File: config.mk
export PLATFORM = sky130hd
export DESIGN_NAME = beat_note_scheduler
export DESIGN_NICKNAME = d
export VERILOG_FILES = /design/src/rtl/beatmap_pkg.sv /design/src/rtl/beat_fifo.sv /design/src/rtl/beat_note_scheduler.sv
export SDC_FILE = /design/constraint.sdc
export NUM_CORES = 1
export LEC_CHECK = 0
export CORE_MARGIN = 1.5
export CORE_UTILIZATION = 36
export CTS_BUF_LIST = sky130_fd_sc_hd__clkbuf_2 sky130_fd_sc_hd__clkbuf_4 sky130_fd_sc_hd__clkbuf_8
export DETAILED_ROUTE_END_ITERATION = 10
export SYNTH_ARGS = -nofsm -noshare
export SYNTH_HDL_FRONTEND = slang
export SYNTH_SLANG_ARGS = --single-unit
File: constraint.sdc
create_clock -name clk -period 3.2 [get_ports clk]
set_input_delay 0.48 -clock clk [delete_from_list [all_inputs] [get_ports clk]]
set_output_delay 0.48 -clock clk [all_outputs]
set_load 0.05 [all_outputs]
File: src/rtl/beatmap_pkg.sv
// Shared types and constants for the beatmap note path.
package beatmap_pkg;

   typedef logic [7:0] note_code_t;

   localparam note_code_t REST_CODE = 8'd0;
   localparam int         LANE_MSB  = 3;
   localparam int         LANE_LSB  = 2;

   function automatic logic [1:0] lane_of(input note_code_t code);
      return code[LANE_MSB:LANE_LSB];
   endfunction

endpackage

File: src/rtl/beat_fifo.sv
// Synchronous delay FIFO holding one note code per beat; pointers wrap explicitly at DEPTH-1.
module beat_fifo
   import beatmap_pkg::*;
#(
   parameter int DEPTH = 8
) (
   input  logic                       clk,
   input  logic                       resetn,
   input  logic                       push,
   input  logic                       pop,
   input  logic                       flush,
   input  note_code_t                 din,
   output note_code_t                 dout,
   output logic [$clog2(DEPTH+1)-1:0] count
);

   localparam int CW = $clog2(DEPTH + 1);
   localparam int PW = (DEPTH > 1) ? $clog2(DEPTH) : 1;

   note_code_t    mem [DEPTH];
   logic [PW-1:0] wr_ptr_q, wr_ptr_d;
   logic [PW-1:0] rd_ptr_q, rd_ptr_d;
   logic [CW-1:0] count_q, count_d;
   logic          do_push, do_pop;

   function automatic logic [PW-1:0] ptr_next(input logic [PW-1:0] p);
      return (p == PW'(DEPTH - 1)) ? '0 : p + PW'(1);
   endfunction

   // A full FIFO still accepts a push when the same edge pops.
   assign do_pop  = pop && (count_q != '0);
   assign do_push = push && ((count_q != CW'(DEPTH)) || do_pop);

   always_comb begin
      wr_ptr_d = do_push ? ptr_next(wr_ptr_q) : wr_ptr_q;
      rd_ptr_d = do_pop  ? ptr_next(rd_ptr_q) : rd_ptr_q;
      count_d  = count_q;
      case ({do_push, do_pop})
         2'b10:   count_d = count_q + CW'(1);
         2'b01:   count_d = count_q - CW'(1);
         default: count_d = count_q;
      endcase
   end

   always_ff @(posedge clk) begin
      if (!resetn || flush) begin
         wr_ptr_q <= '0;
         rd_ptr_q <= '0;
         count_q  <= '0;
      end else begin
         wr_ptr_q <= wr_ptr_d;
         rd_ptr_q <= rd_ptr_d;
         count_q  <= count_d;
      end
   end

   always_ff @(posedge clk) begin
      if (resetn && !flush && do_push) begin
         mem[wr_ptr_q] <= din;
      end
   end

   assign dout  = mem[rd_ptr_q];
   assign count = count_q;

endmodule

File: src/rtl/beat_note_scheduler.sv
// Samples one generator code per beat and releases it LEAD_BEATS beats later as a note event.
module beat_note_scheduler
   import beatmap_pkg::*;
#(
   parameter int BEAT_CYCLES = 50_000_000,
   parameter int LEAD_BEATS  = 4,
   parameter int DEPTH       = 8
) (
   input  logic                       clk,
   input  logic                       resetn,
   input  logic                       run,
   input  logic                       data_en,
   input  logic [7:0]                 data,
   output logic                       beat_tick,
   output logic                       note_valid,
   output logic [7:0]                 note_code,
   output logic [1:0]                 note_lane,
   output logic [$clog2(DEPTH+1)-1:0] fill_level
);

   localparam int BW = $clog2(BEAT_CYCLES);
   localparam int FW = $clog2(DEPTH + 1);

   logic [BW-1:0] beat_cnt_q, beat_cnt_d;
   logic          beat_tick_q;
   logic          note_valid_q, note_valid_d;
   note_code_t    note_code_q;
   logic [1:0]    note_lane_q;

   logic          tick;
   logic          pop;
   note_code_t    push_din;
   note_code_t    head;
   logic [FW-1:0] count;

   assign tick     = run && (beat_cnt_q == BW'(BEAT_CYCLES - 1));
   assign push_din = data_en ? note_code_t'(data) : REST_CODE;
   // Occupancy is checked before this edge's push, so steady state pops and pushes together.
   assign pop      = tick && (count == FW'(LEAD_BEATS));

   always_comb begin
      beat_cnt_d   = tick ? '0 : beat_cnt_q + BW'(1);
      note_valid_d = pop && (head != REST_CODE);
   end

   beat_fifo #(
      .DEPTH (DEPTH)
   ) u_fifo (
      .clk    (clk),
      .resetn (resetn),
      .push   (tick),
      .pop    (pop),
      .flush  (!run),
      .din    (push_din),
      .dout   (head),
      .count  (count)
   );

   always_ff @(posedge clk) begin
      if (!resetn) begin
         beat_cnt_q   <= '0;
         beat_tick_q  <= 1'b0;
         note_valid_q <= 1'b0;
         note_code_q  <= REST_CODE;
         note_lane_q  <= 2'd0;
      end else if (!run) begin
         beat_cnt_q   <= '0;
         beat_tick_q  <= 1'b0;
         note_valid_q <= 1'b0;
      end else begin
         beat_cnt_q   <= beat_cnt_d;
         beat_tick_q  <= tick;
         note_valid_q <= note_valid_d;
         if (note_valid_d) begin
            note_code_q <= head;
            note_lane_q <= lane_of(head);
         end
      end
   end

   assign beat_tick  = beat_tick_q;
   assign note_valid = note_valid_q;
   assign note_code  = note_code_q;
   assign note_lane  = note_lane_q;
   assign fill_level = count;

endmodule
==> results.json <==
{
  "wl_per_cell_um": 16.6,
  "clock_latency_ns": 0.43,
  "cts_hold_buf": 0,
  "cts_made_buffers": 17,
  "rows": 42,
  "hold_violations": 0,
  "peakVddDrop_uv": 260,
  "tritoncts": "yes",
  "drive_gt1_share_pct": 16.7,
  "power_density_mw_per_mm2": 499,
  "viasPerCell": 5.06,
  "grt_pass1_wl_um": 16300,
  "die_h_um": 120,
  "cp_top_family": "multiplexers",
  "cts_root_buf": "clkbuf_8",
  "ys_ff_latch": 113,
  "multi_input_area_mm2": 0.00188,
  "detail-route-antenna-nets": 0,
  "ys.warnings.count": 0,
  "worst_path_largest_cell_delay_ns": 0.74,
  "p_leak_nw": 1.75,
  "place_congestion": 0.827,
  "post-place-ws_ns": 0.268,
  "place_hpwl_um": 7040,
  "timing.fmax_mhz": 390,
  "rrSetupSlack_ns": 0.64,
  "first_pass_iters": 4,
  "cp.required_ns": 3.56,
  "via_count": 3046,
  "skew_ns": 0.0105,
  "setup_slack_ns": 0.639,
  "relSlewSlack_pct": 56.5,
  "clk_pin_slew_ns": 0.08,
  "seq_area_frac_synth_pct": 59.4,
  "nFillCells": 1206,
  "totalNegativeSetupSlack_ns": 0,
  "drt-total-wl_um": 10000,
  "fin_nets": 433,
  "grt_usage_pct": 15.0,
  "core_area_mm2": 0.0132,
  "cp-start-kind": "flop",
  "setup_violations": 0,
  "postCtsSetupRepairBufs": 0,
  "fin_crit_sh_pct": 80.0,
  "cts_sinks": 113,
  "cts-htree-levels": 4,
  "insertedDiodeCount": 0,
  "clk_path_buf_depth": 2,
  "place_area_mm2": 0.00542,
  "path_class": "flop to flop",
  "layout_commonest_cell": "edfxtp_1",
  "syn_area_mm2": 0.00489,
  "dieArea_mm2": 0.0143,
  "most-common-layout-cells": "edfxtp_1 (64), nor2_1 (51), dfxtp_1 (49), clkdlybuf4s50_1 (27), xnor2_1 (21)",
  "synth_cell_types": 44,
  "reg2reg_to": "note_code[7]",
  "worstHoldPathCells": 1,
  "rsz0062_at_grt": "no",
  "worst_path_max_delay_cell": "dfxtp_1",
  "grt_pass1_vias": 2999,
  "overflow": 0,
  "critPathCaptureType": "flop",
  "critPathArrivalTime_ns": 2.93,
  "io_pins": 28,
  "fp.dieW_um": 120,
  "avgSynthCellArea_um2": 13.4,
  "status": "finished clean",
  "tightest_slew_ns": 0.652,
  "hp-class": "flop to flop",
  "whs_ns": 0.478,
  "drc": 0,
  "max_cap_violations": 0,
  "min_from": "beat_cnt_q[0]",
  "cp_num_buf_inv": 0,
  "first_iter_violations": 198,
  "portBuffers": 27,
  "holdPathEnd": "beat_cnt_q[0]",
  "syn_to_final_growth_pct": 19.0,
  "layout_min_cycle_time_ns": 2.56,
  "synth_cells": 364,
  "reg2regPathDepth": 5,
  "slew_viol_final": 0,
  "cp_cell_sequence": "mux4_1 > mux2_2 > nor4_4 > nand4b_1 > a21boi_1",
  "seqCellArea_mm2": 0.00290,
  "floorplan.initialDensity_pct": 36.9,
  "cp_max_fo": 12,
  "antenna_found_initial": 0,
  "postCtsResizedCells": 0,
  "stdcell_area_mm2": 0.00582,
  "grt_start_max_net_pins": 25
}
==> state kept, by name, summed over array words and instances (netlist names), named ones only <==
| signal | cells |
|---|---|
| note_valid | 1 |
| u_fifo.count | 4 |
| note_code | 8 |
| u_fifo.wr_ptr_q | 3 |
| u_fifo.mem | 64 |
| beat_tick | 1 |
| beat_cnt_q | 26 |
| u_fifo.rd_ptr_q | 3 |
==> synthesized netlist by cell type (all sizes together) <==
| cell | instances | area [µm²] |
|---|---|---|
| xnor2 | 21 | 184 |
| buf | 8 | 66.3 |
| mux2 | 8 | 97.6 |
| nor2 | 51 | 191 |
| dfxtp | 49 | 981 |
| clkbuf | 7 | 26.3 |
| conb | 2 | 7.51 |
| and3 | 3 | 18.8 |
| nand2b | 2 | 12.5 |
| and4 | 3 | 26.3 |
| or3 | 1 | 6.26 |
| and4bb | 1 | 12.5 |
| nand3b | 1 | 7.51 |
| mux4 | 16 | 402 |
| or4 | 1 | 11.3 |
| o21ai | 1 | 5.00 |
| nor3 | 11 | 60.1 |
| a31o | 1 | 8.76 |
| fa | 1 | 20.0 |
| nor4b | 4 | 47.6 |
| nor4 | 12 | 105 |
| a21o | 2 | 15.0 |
| a21oi | 4 | 20.0 |
| nor2b | 1 | 6.26 |
| inv | 7 | 26.3 |
| nand2 | 13 | 48.8 |
| a2111oi | 1 | 8.76 |
| a21boi | 8 | 60.1 |
| edfxtp | 64 | 1920 |
| xor2 | 4 | 35.0 |
| nand4 | 6 | 37.5 |
| nand3 | 13 | 65.1 |
| ha | 7 | 87.6 |
| and2 | 8 | 50.1 |
| mux2i | 13 | 130 |
| nand4b | 9 | 78.8 |
==> worst max-delay path by stage <==
stage | start | to | depth (start not counted) | slack [ns]
5_1_grt | flop | note_code[2] | 6 | 0.48
6_report | flop | note_code[7] | 5 | 0.64
4_1_cts | flop | note_code[6] | 6 | 0.59
3_3_place_gp | run | u_fifo.mem[0][3] | 7 | 0.31
3_5_place_dp | run | u_fifo.mem[0][5] | 7 | 0.27
2_1_floorplan | run | u_fifo.mem[2][0] | 6 | 0.62
==> stage by stage <==
stage / std cells / power (W) / utilization, %
global route: 602 / 0.00300 / 43.9
floorplan: 365 / 0.00159 / -
CTS: 602 / 0.00293 / 43.9
finish: 602 / 0.00290 / 43.9
global placement: 570 / 0.00162 / 40.9
detailed placement: 570 / 0.00162 / 40.9
==> power breakdown <==
group	total (W)	switching, W	internal [W]
Clock	0.00132	0.000618	0.000700
Sequential	0.00153	0.00000142	0.00153
Combinational	0.0000523	0.0000318	0.0000205
==> worst reg2reg max path, cell delays in order, from the launching register on <==
cell and delay (ns):
dfxtp_1 0.74, mux4_1 0.68, mux2_2 0.35, nor4_4 0.43, nand4b_1 0.14, a21boi_1 0.16
==> metal layers <==
layer / vias up / global-route usage [%] / routed length, µm / part of all wire [%]
met5: - / 0 / 0 / 0
met4: 0 / 5.58 / 121 / 1.2
met3: 12 / 3.42 / 424 / 4.2
met2: 69 / 21.9 / 4520 / 45
met1: 1500 / 21.8 / 4940 / 49
li1: 1465 / - / - / -
==> logic make-up after synthesis <==
family / synth area share [%]
other: 0.154
DFF: 59.4
AOI/OAI and AO/OA: 2.41
and+or+nand+nor: 16.1
xor gates and xnor gates: 4.48
adders and majority gates: 2.20
buffers and inverters: 2.43
muxes: 12.9
==> layout make-up <==
type | instances | area share, %
Timing Repair Buffer | 44 | 6.84
Clock buffer | 17 | 4.02
Sequential cell | 113 | 49.9
Clock inverter | 15 | 2.75
Multi-Input combinational cell | 230 | 32.2
Tap cell | 176 | 3.79
Inverter | 7 | 0.452
Note: power is estimated with default switching activity, not from simulation.
